$ cat config.mk
export PLATFORM = sky130hd
export DESIGN_NAME = id_hazard_unit
export DESIGN_NICKNAME = d
export VERILOG_FILES = /design/src/rtl/id_hazard_unit.sv
export SDC_FILE = /design/constraint.sdc
export NUM_CORES = 1
export LEC_CHECK = 0
export ABC_AREA = 1
export BUFFER_PORTS_ARGS = -buffer_cell sky130_fd_sc_hd__buf_2
export CELL_PAD_IN_SITES_DETAIL_PLACEMENT = 0
export CELL_PAD_IN_SITES_GLOBAL_PLACEMENT = 1
export CORE_ASPECT_RATIO = 1.4
export CORE_UTILIZATION = 36
export DETAILED_ROUTE_END_ITERATION = 8
export PLACE_DENSITY_LB_ADDON = 0.1
export SYNTH_ARGS = -nofsm -noshare
export SYNTH_HDL_FRONTEND = slang
export SYNTH_SLANG_ARGS = --single-unit
$ cat constraint.sdc
create_clock -name clk -period 2.8 [get_ports clk]
set_clock_uncertainty 0.2 [all_clocks]
set_input_delay 0.56 -clock clk [delete_from_list [all_inputs] [get_ports clk]]
set_output_delay 0.56 -clock clk [all_outputs]
set_load 0.01 [all_outputs]
$ cat src/rtl/id_hazard_unit.sv
// Decode-stage operand resolution with EX/MEM forwarding, a per-register
// pending-load scoreboard that raises load-use stalls, and a stall-cycle counter.
module id_hazard_unit #(
    parameter int REG_ADDR_W = 5,
    parameter int DATA_W     = 32,
    parameter int LOAD_LAT   = 1,
    parameter int CNT_W      = 16
) (
    input  logic                  clk,
    input  logic                  rst,
    input  logic                  id_valid_i,
    input  logic                  id_reg1_read_i,
    input  logic                  id_reg2_read_i,
    input  logic [REG_ADDR_W-1:0] id_reg1_addr_i,
    input  logic [REG_ADDR_W-1:0] id_reg2_addr_i,
    input  logic [DATA_W-1:0]     id_imm_i,
    input  logic                  id_wreg_i,
    input  logic [REG_ADDR_W-1:0] id_wd_i,
    input  logic                  id_is_load_i,
    input  logic [DATA_W-1:0]     reg1_data_i,
    input  logic [DATA_W-1:0]     reg2_data_i,
    input  logic                  ex_wreg_i,
    input  logic [REG_ADDR_W-1:0] ex_wd_i,
    input  logic [DATA_W-1:0]     ex_wdata_i,
    input  logic                  mem_wreg_i,
    input  logic [REG_ADDR_W-1:0] mem_wd_i,
    input  logic [DATA_W-1:0]     mem_wdata_i,
    input  logic                  stall_i,
    input  logic                  flush_i,
    input  logic                  clr_cnt_i,
    output logic [DATA_W-1:0]     reg1_o,
    output logic [DATA_W-1:0]     reg2_o,
    output logic                  stall_req_o,
    output logic                  issue_o,
    output logic [CNT_W-1:0]      stall_cnt_o
);

    localparam int         NUM_REGS   = 2 ** REG_ADDR_W;
    localparam logic [2:0] LOAD_LAT_V = 3'(LOAD_LAT);

    logic [2:0]       r_pend      [NUM_REGS];
    logic [2:0]       w_pend_next [NUM_REGS];
    logic [CNT_W-1:0] r_stall_cnt;
    logic             w_stall_req;
    logic             w_issue;

    // One identical resolver per source operand; gi selects which port pair it serves.
    for (genvar gi = 0; gi < 2; gi++) begin : g_opnd
        logic                  w_rd;
        logic [REG_ADDR_W-1:0] w_addr;
        logic [DATA_W-1:0]     w_rdata;
        logic [DATA_W-1:0]     w_op;
        logic                  w_haz;

        assign w_rd    = (gi == 0) ? id_reg1_read_i : id_reg2_read_i;
        assign w_addr  = (gi == 0) ? id_reg1_addr_i : id_reg2_addr_i;
        assign w_rdata = (gi == 0) ? reg1_data_i    : reg2_data_i;

        always_comb begin
            w_op = w_rdata;
            if (!w_rd)
                w_op = id_imm_i;
            else if (w_addr == '0)
                w_op = '0;
            else if (ex_wreg_i && (ex_wd_i == w_addr))
                w_op = ex_wdata_i;
            else if (mem_wreg_i && (mem_wd_i == w_addr))
                w_op = mem_wdata_i;
        end

        assign w_haz = w_rd && (w_addr != '0) && (r_pend[w_addr] != 3'd0);
    end

    assign w_stall_req = id_valid_i && !flush_i && (g_opnd[0].w_haz || g_opnd[1].w_haz);
    assign w_issue     = id_valid_i && !w_stall_req && !stall_i && !flush_i;

    // An issuing writer re-arms (load) or clears (non-load) its entry instead of decrementing.
    for (genvar gi = 0; gi < NUM_REGS; gi++) begin : g_pend
        if (gi == 0) begin : g_r0
            assign w_pend_next[gi] = 3'd0;
        end else begin : g_rn
            logic w_claim;
            assign w_claim = w_issue && id_wreg_i && (id_wd_i == REG_ADDR_W'(gi));
            assign w_pend_next[gi] = w_claim ? (id_is_load_i ? LOAD_LAT_V : 3'd0)
                                   : (r_pend[gi] != 3'd0) ? r_pend[gi] - 3'd1
                                   : 3'd0;
        end
    end

    always_ff @(posedge clk or negedge rst) begin
        if (!rst) begin
            for (int r = 0; r < NUM_REGS; r++)
                r_pend[r] <= 3'd0;
        end else if (!stall_i) begin
            r_pend <= w_pend_next;
        end
    end

    always_ff @(posedge clk or negedge rst) begin
        if (!rst)
            r_stall_cnt <= '0;
        else if (clr_cnt_i)
            r_stall_cnt <= '0;
        else if (w_stall_req && (r_stall_cnt != '1))
            r_stall_cnt <= r_stall_cnt + 1'b1;
    end

    assign reg1_o      = rst ? g_opnd[0].w_op : '0;
    assign reg2_o      = rst ? g_opnd[1].w_op : '0;
    assign stall_req_o = rst && w_stall_req;
    assign issue_o     = rst && w_issue;
    assign stall_cnt_o = r_stall_cnt;

endmodule

==> results of run 1 <==
final timing paths:
kind                                     endpoint  slack [ps]  cells past startpoint
min                        r_pend[74]$_DFFE_PN0N_         140                      2
min in group clk           r_pend[15]$_DFFE_PN0N_         300                      2
max in group asynchronous  r_pend[89]$_DFFE_PN0N_         880                      3
max reg2reg                r_pend[64]$_DFFE_PN0N_         130                     18
min reg2reg                r_pend[15]$_DFFE_PN0N_         300                      2
max                                    reg1_o[16]        -150                     12
cell families after synthesis:
logic type | Yosys count
and+or+nand+nor | 860
adders and majority gates | 1
AOI/OAI and AO/OA | 399
DFF | 109
xor gates and xnor gates | 17
buffers and inverters | 317
power by group through the flow:
stage               Clock [W]  Combinational [W]  Sequential (W)
detailed placement          0            0.00149         0.00173
global route          0.00139            0.00205         0.00171
finish                0.00131            0.00188         0.00170
CTS                   0.00134            0.00171         0.00170
global placement            0            0.00149         0.00173
floorplan                   0           0.000809         0.00172
layout make-up:
class,count,area share [%]
sequential,109,18.0
tap,365,3.02
timing repair buffer,451,24.5
clock inverter,4,0.322
clock buffer,12,1.56
timing repair inverter,1,0.0579
multi-input combinational,1278,46.7
inverter,218,5.86
antenna,3,0.0496
sequential cells by signal, indices dropped and copies added (netlist names):
signal       count
r_pend          93
stall_cnt_o     16
cell usage after synthesis (3+ instances only):
cell type / instances / share of area (%)
nand2_1: 527 / 20
inv_1: 211 / 7.9
o21ai_0: 207 / 10
a21oi_1: 173 / 8.7
nand3_1: 143 / 7.2
dfrtp_1: 109 / 27
nor2_1: 101 / 3.8
clkbuf_1: 71 / 2.7
nand4_1: 36 / 2.3
nand3_2: 29 / 2.9
buf_2: 14 / 0.70
xor2_1: 12 / 1.1
nor3_1: 11 / 0.55
buf_4: 9 / 0.68
o21ai_1: 6 / 0.30
inv_2: 5 / 0.19
o22ai_1: 5 / 0.31
xnor2_1: 5 / 0.44
o211ai_1: 4 / 0.30
buf_6: 3 / 0.34
nor2_2: 3 / 0.19
nor3b_1: 3 / 0.23
routing by layer:
metal / track usage [%] / vias to the layer above / part of all wire, %
li1: - / 6259 / -
met1: 32.9 / 6038 / 37
met2: 57.3 / 434 / 52
met3: 5.44 / 114 / 5.6
met4: 15.8 / 0 / 5.8
met5: 0 / - / 0
per-stage QoR:
stage | util, % | setup TNS [ps]
finish | 56.1 | -5890
global route | 56.1 | -11970
CTS | 52.2 | -4900
detailed placement | 46.8 | -27940
global placement | 46.8 | -25530
floorplan | - | 0
worst reg2reg max path, stage by stage (launching register included):
cell and delay, ps:
dfrtp_1 390, nor2_2 150, nand2_2 130, nand2_1 80, nand2_1 40, nor2_1 80, nand2_1 60, nand2_1 70
nand2_1 50, nand2_1 80, nand2_1 80, nand3_2 110, nand2_4 70, buf_6 150, nor2_8 290, buf_4 220
nand3_2 100, nand3_1 90, o21ai_0 90
what timing repair did:
action,CTS,global route
setup endpoints to repair,66,68
hold endpoints to repair,0,0
gates resized for setup,319,205
setup buffers,19,13
gates cloned,10,12
pin swaps,50,92
==> flow_summary.yaml, run 1 <==
outcome:
  status: "complete, but fails checks"
  violations: "negative setup slack"
layout:
  area_delta_synth_final_pct: 51.9
  final_layout_size_suffix_gt1_share_pct: 36.2
  mostFrequentLayoutCell: "nand2_1"
  final_cells: 2441
  seq_area_um2: 2730
  multiInputGateArea_um2: 7060
  fillers: 2788
  final_area_um2: 15100
  final_cell_mix: "492 x nand2_1, 254 x buf_2, 203 x inv_1"
  fin_nets: 2266
yosys:
  synth-xor-area-share_pct: 1.49
  ys_types: 35
  synthSimpleGateAreaFrac_pct: 37.8
  synth-seq-area-share_pct: 27.4
  synth_edf_count: 0
  synth_top_family_by_area: "simple AND/OR/NAND/NOR gates"
  synth_adder_area_share_pct: 0.126
  synth_area_um2: 9970
  ys_warn_count: 0
  ys_ff_latch: 109
  synth_nets: 1901
  muxShareOfSynthArea_pct: 0
  synth_compound_area_share_pct: 20.5
  synthFlopType: "dfrtp_1"
  syn_avg_cell_area_um2: 5.85
  async_flop_share_pct: 100
  syn-instance-count: 1703
placement:
  place_ws_ps: -345
  place_hpwl_mm: 32.7
  io_buffers: 278
  dp_cells: 2373
  place.gp.congestion: 0.948
  place_area_um2: 12600
worst_setup_path:
  path_cells: "buf_12 -> clkinv_8 -> o22ai_4 -> a21oi_2 -> o211ai_1 -> nor4_4 -> buf_6 -> buf_12 -> clkbuf_16 -> o21ai_1 -> a21oi_1 -> buf_2"
  cp_slowest_cell: "nor4_4"
  cp_max_fo: 6
  startpoint: "id_reg1_addr_i[0]"
  end_kind: "output pin"
  required_ps: 2040
  path_class: "primary input to output pin"
  arrival_ps: 2190
  crit_family: "buffers and inverters"
  slowest_delay_ps: 280
  crit_top_cell: "buf_12"
  cp_num_buf_inv: 6
  r2r-start: "r_pend[55]$_DFFE_PN0N_"
  crit_path_start_kind: "primary input"
hold_path:
  hp-class: "primary input to async pin"
clock_network:
  cts_tree: "built"
  cts_buffer_depth: 2
  cts_root_buf: "clkbuf_16"
  h-tree-depth: 3
  worst_setup_hold_path_clk_slew_ps: 70
  clock_sinks: 109
  cts_made_buffers: 9
  hold_buffers: 0
  clock_latency_ps: 370
die:
  die_h_um: 199
  die-area_um2: 28400
  start_util_pct: 36.9
  dieWidth_um: 143
  std_cell_rows: 71
  num_io_pins: 279
  fp.coreArea_um2: 27000
timing:
  timing.slew.headroom_pct: 38.7
  fin_crit_sh_pct: 105
  max_freq_mhz: 339
  setup_viol: 65
  finalCriticalPeriod_ps: 2950
  maxSlewViolCount: 0
  hold_viol: 0
  worst_hold_slack_ps: 135
  fin_ws_ps: -154
  rsz0062_at_grt: "yes"
  worstMarginPinSlew_ps: 920
route:
  wirelength_mm: 44.9
  wl_per_cell_um: 18.4
  vias: 12800
  viasPerCell: 5.26
  antenna_left: 0
  remaining_drc_errors: 0
  drtPass1Iterations: 5
  initialDrtViolationCount: 644
pwr:
  power_w: 0.00489
  leakage_nw: 7.67
  clkPwrFrac_pct: 26.8
  switchingPower_w: 0.00179
  intPower_w: 0.00310
  switching_share_pct: 36.6
  power_frac_comb_pct: 38.4
  p_seq_share_pct: 34.8
  vdd_drop_max_mv: 0.293
  power_density_nw_per_um2: 323
grt:
  grt_usage_pct: 30.8
  grt_first_pass_wirelength_mm: 66.7
  grt_max_degree: 119
  antenna_found_initial: 3
  grt_pass1_vias: 12500
  grt.overflow.total: 0
flow_run:
  drv_cap: 0
Power figures use the tool's default switching activity.
==> run 2, diff against run 1 <==
--- a/config.mk
+++ b/config.mk
@@ -9,7 +9,6 @@
 export BUFFER_PORTS_ARGS = -buffer_cell sky130_fd_sc_hd__buf_2
 export CELL_PAD_IN_SITES_DETAIL_PLACEMENT = 0
 export CELL_PAD_IN_SITES_GLOBAL_PLACEMENT = 1
-export CORE_ASPECT_RATIO = 1.4
 export CORE_UTILIZATION = 36
 export DETAILED_ROUTE_END_ITERATION = 8
 export PLACE_DENSITY_LB_ADDON = 0.1
==> run 2 against run 1 <==
  * The flow still finishes with violations (negative setup slack)
  * Critical path depth increased by 1
  * Utilization decreased by 2.7 points
  * Register-to-register slack improved by 150 ps
  * Largest power group unchanged
  * Via count decreased by 2.0%
  * First-iteration DRC count increased by 52%
==> flow_summary.yaml, run 2 (same netlist as run 1, synthesis figures left out) <==
outcome:
  status: "complete, but fails checks"
  violations: "negative setup slack"
grt:
  grt_usage_pct: 29.6
  grt_first_pass_wirelength_mm: 65.5
  grt_pass1_vias: 12200
  grt_max_degree: 110
  grt.overflow.total: 0
  antenna_found_initial: 7
die:
  die-area_um2: 28400
  start_util_pct: 36.9
  dieWidth_um: 168
  num_io_pins: 279
  die_h_um: 168
  fp.coreArea_um2: 27000
  std_cell_rows: 60
timing:
  maxSlewViolCount: 0
  setup_viol: 59
  fin_ws_ps: -92.5
  max_freq_mhz: 346
  finalCriticalPeriod_ps: 2890
  rsz0062_at_grt: "yes"
  worstMarginPinSlew_ps: 616
  worst_hold_slack_ps: 130
  fin_crit_sh_pct: 103
  tns_ps: -2560
  hold_viol: 0
  timing.slew.headroom_pct: 58.9
clock_network:
  worst_setup_hold_path_clk_slew_ps: 90
  h-tree-depth: 3
  cts_made_buffers: 9
  cts_tree: "built"
  clock_sinks: 109
  cts_root_buf: "clkbuf_16"
  clock_latency_ps: 370
  cts_buffer_depth: 2
layout:
  final_cells: 2382
  fillers: 2838
  final_cell_mix: "501 x nand2_1, 261 x buf_2, 201 x inv_1"
  mostFrequentLayoutCell: "nand2_1"
  final_layout_size_suffix_gt1_share_pct: 32.7
  largest_reg_flops: 93
  regMostFlops: "r_pend"
  fin_nets: 2233
  area_delta_synth_final_pct: 44.8
  utilization_pct: 53.4
route:
  wirelength_mm: 42.5
  antenna_left: 0
  vias: 12600
  drtPass1Iterations: 8
  viasPerCell: 5.29
  initialDrtViolationCount: 977
  wl_per_cell_um: 17.9
  remaining_drc_errors: 0
pwr:
  switching_share_pct: 37.8
  vdd_drop_max_mv: 0.258
  intPower_w: 0.00296
  power_w: 0.00476
  power_density_nw_per_um2: 330
  clkPwrFrac_pct: 27.7
  p_seq_share_pct: 36.0
  switchingPower_w: 0.00180
  leakage_nw: 7.38
  power_frac_comb_pct: 36.3
worst_setup_path:
  path_class: "primary input to output pin"
  arrival_ps: 2130
  crit_path_start_kind: "primary input"
  required_ps: 2040
  end_kind: "output pin"
  cp_max_fo: 9
hold_path:
  hp-class: "primary input to async pin"
placement:
  io_buffers: 278
  place_hpwl_mm: 30.4
  dp_cells: 2315
  place.gp.congestion: 0.953
flow_run:
  drv_cap: 0
run 2: cell types whose count changed in the layout (fill, tap and decap cells not counted), sizes merged:
cell	change
bufinv	-1
inv	+5
diode	-1
clkbuf	-13
nor2	-1
clkinvlp	+1
clkinv	-4
buf	-21
run 2: layer usage:
metal	up-vias	track usage, %	share of wire [%]
met2	388	49.6	48
li1	6199	-	-
met5	-	0	0.096
met4	6	12.0	3.3
met1	5919	37.8	43
met3	80	4.77	5.6
run 2: timing repair:
action,4_1_cts,5_1_grt
endpoints found under the setup margin,66,66
hold buffers,0,0
setup buffers,24,12
gates resized for setup,276,134
cloned,16,1
pin swaps,60,53
run 2: stage by stage:
stage	setup slack [ps]	area (um^2)
detailed placement	-235	12300
global route	-219	14400
CTS	-104	13900
finish	-92.5	14400
global placement	-252	12300
floorplan	9.96	10000
run 2: power by group through the flow:
stage / Sequential (W) / Clock (W) / Combinational [W]
after global placement: 0.00173 / 0 / 0.00143
after floorplan: 0.00172 / 0 / 0.000809
after CTS: 0.00171 / 0.00135 / 0.00162
after detailed placement: 0.00173 / 0 / 0.00144
final: 0.00171 / 0.00132 / 0.00173
after global routing: 0.00172 / 0.00141 / 0.00191
run 2: final cells by class:
class / instances / area (um^2) / share of cell area [%]
multi-input combinational: 1277 / 6820 / 47.2
timing repair buffer: 420 / 3310 / 22.9
sequential: 109 / 2730 / 18.9
inverter: 218 / 850 / 5.89
tap: 341 / 427 / 2.96
clock buffer: 9 / 225 / 1.56
clock inverter: 6 / 68.8 / 0.477
antenna: 2 / 5.00 / 0.0347
run 2: path summary, 6_finish.rpt:
check                                              end                    from  slack (ps)  cells past startpoint
worst max-delay path                        reg2_o[25]       id_reg2_addr_i[1]         -90                     13
worst min-delay path            r_pend[73]$_DFFE_PN0N_                     rst         130                      2
worst max register to register  r_pend[61]$_DFFE_PN0N_  r_pend[73]$_DFFE_PN0N_         280                     16
worst min register to register  r_pend[12]$_DFFE_PN0N_  r_pend[12]$_DFFE_PN0N_         310                      2
max in group asynchronous       r_pend[43]$_DFFE_PN0N_                     rst        1800                      2
min in group clk                r_pend[12]$_DFFE_PN0N_  r_pend[12]$_DFFE_PN0N_         310                      2
run 2: critical path, cell delays in order:
cell and delay, ps:
buf_12 120, buf_6 110, o21ai_2 120, nor2_1 50, o211ai_1 140, nor4_4 70, buf_12 160, buf_12 140
buf_16 130, a21oi_2 110, o21ai_1 70, a21oi_1 140, buf_2 180
==> run 3, diff against run 2 <==
--- a/config.mk
+++ b/config.mk
@@ -11,7 +11,8 @@
 export CELL_PAD_IN_SITES_GLOBAL_PLACEMENT = 1
 export CORE_UTILIZATION = 36
 export DETAILED_ROUTE_END_ITERATION = 8
-export PLACE_DENSITY_LB_ADDON = 0.1
+export GPL_TIMING_DRIVEN = 0
+export PLACE_DENSITY = 0.81
 export SYNTH_ARGS = -nofsm -noshare
 export SYNTH_HDL_FRONTEND = slang
 export SYNTH_SLANG_ARGS = --single-unit
==> run 3 against run 2 <==
  * The flow still finishes with violations (negative setup slack)
  * Worst hold slack worse by 74 ps
  * Via count up 5.8%
  * Register-to-register slack worse by 220 ps
  * Combinational power up 3%
  * Largest cell class unchanged
  * Largest power group unchanged
  * Highest routed layer is now met4
==> flow_summary.yaml, run 3 (same netlist as run 1, synthesis figures left out) <==
grt:
  antenna_found_initial: 4
  grt_first_pass_wirelength_mm: 71.3
  grt_usage_pct: 32.9
  grt.overflow.total: 0
  grt_pass1_vias: 12500
  grt_max_degree: 49
timing:
  worstMarginPinSlew_ps: 754
  maxSlewViolCount: 0
  rsz0062_at_grt: "yes"
  max_freq_mhz: 328
  setup_viol: 66
  hold_viol: 0
  finalCriticalPeriod_ps: 3050
  fin_ws_ps: -249
  worst_hold_slack_ps: 55.7
  tns_ps: -10270
  timing.slew.headroom_pct: 49.7
  fin_crit_sh_pct: 109
die:
  die-area_um2: 28400
  fp.coreArea_um2: 27000
  start_util_pct: 36.9
  std_cell_rows: 60
  dieWidth_um: 168
  num_io_pins: 279
  die_h_um: 168
clock_network:
  cts_buffer_depth: 2
  worst_setup_hold_path_clk_slew_ps: 70
  clock_latency_ps: 370
  clock_sinks: 109
  cts_tree: "built"
  cts_made_buffers: 9
  cts_root_buf: "clkbuf_16"
  h-tree-depth: 3
route:
  vias: 13300
  wl_per_cell_um: 20.2
  drtPass1Iterations: 5
  viasPerCell: 5.51
  initialDrtViolationCount: 1359
  antenna_left: 0
  remaining_drc_errors: 0
  wirelength_mm: 48.7
pwr:
  switching_share_pct: 37.9
  clkPwrFrac_pct: 28.5
  power_frac_comb_pct: 36.7
  leakage_nw: 7.42
  switchingPower_w: 0.00185
  intPower_w: 0.00303
  power_density_nw_per_um2: 335
  p_seq_share_pct: 34.9
  vdd_drop_max_mv: 0.286
layout:
  largest_reg_flops: 93
  area_delta_synth_final_pct: 45.9
  final_area_um2: 14500
  multiInputGateArea_um2: 6840
  seq_area_um2: 2730
  fin_nets: 2267
  fillers: 2802
  regMostFlops: "r_pend"
  final_layout_size_suffix_gt1_share_pct: 31.6
  final_cell_mix: "492 x nand2_1, 263 x buf_2, 205 x inv_1"
  utilization_pct: 53.8
  mostFrequentLayoutCell: "nand2_1"
worst_setup_path:
  cp_max_fo: 6
  crit_path_start_kind: "primary input"
  arrival_ps: 2290
  required_ps: 2040
  path_class: "primary input to output pin"
  end_kind: "output pin"
  r2r-start: "r_pend[48]$_DFFE_PN0N_"
  startpoint: "id_reg1_addr_i[0]"
outcome:
  status: "complete, but fails checks"
  violations: "negative setup slack"
placement:
  io_buffers: 270
  place_hpwl_mm: 34.6
  place.gp.congestion: 0.952
  place_area_um2: 11800
hold_path:
  hp-class: "primary input to async pin"
flow_run:
  drv_cap: 0
[run 3: final timing paths]
path	end	slack, ps	depth (start not counted)
min in group clk	r_pend[84]$_DFFE_PN0N_	310	2
worst min-delay path	r_pend[39]$_DFFE_PN0N_	60	3
max in group asynchronous	r_pend[43]$_DFFE_PN0N_	2110	3
worst max-delay path	reg1_o[31]	-250	13
worst max register to register	r_pend[13]$_DFFE_PN0N_	60	16
worst min register to register	r_pend[84]$_DFFE_PN0N_	310	2
[run 3: final cells by class]
class / count / area share [%]
multi-input combinational: 1280 / 47.1
sequential: 109 / 18.8
timing repair buffer: 355 / 17.0
inverter: 218 / 6.17
buffer: 96 / 5.95
tap: 341 / 2.93
clock buffer: 9 / 1.55
clock inverter: 7 / 0.551
antenna: 3 / 0.0516
[run 3: routing by layer]
metal / part of all wire, % / track usage, % / wire length (um)
met1: 40 / 41.8 / 19600
met2: 48 / 54.9 / 23300
met3: 8.0 / 5.31 / 3900
met4: 4.1 / 14.4 / 1990
met5: 0 / 0 / 0
[run 3: power by group through the flow]
| stage | clock [W] | combinational [W] | sequential [W] |
|---|---|---|---|
| finish | 0.00139 | 0.00179 | 0.00170 |
| global route | 0.00146 | 0.00192 | 0.00171 |
| CTS | 0.00141 | 0.00161 | 0.00170 |
| detailed placement | 0 | 0.00138 | 0.00173 |
| global placement | 0 | 0.00137 | 0.00172 |
| floorplan | 0 | 0.000809 | 0.00172 |
[run 3: what timing repair did]
| action | 4_1_cts | 5_1_grt |
|---|---|---|
| resized for setup | 304 | 236 |
| pin swaps | 77 | 85 |
| hold buffers | 3 | 0 |
| gates cloned | 16 | 6 |
| hold endpoints to repair | 48 | 0 |
| endpoints found under the setup margin | 144 | 67 |
| buffers inserted | 45 | 18 |
[run 3: worst max-delay path, stage by stage]
cell and delay, ps:
buf_12 120, clkinv_8 60, o22ai_2 70, a21oi_2 120
o211ai_1 180, nor4_4 290, buf_4 220, buf_8 140
buf_4 120, a21oi_1 60, o21ai_2 80, a21oi_2 80
buf_4 190
[run 3: through the flow]
stage               setup WS (ps)  instances  power, W
finish                       -249       2418   0.00487
global route                 -287       2418   0.00510
CTS                          -302       2394   0.00472
detailed placement           -975       2315   0.00310
global placement            -2060       2314   0.00309
floorplan                    9.96       1703   0.00253
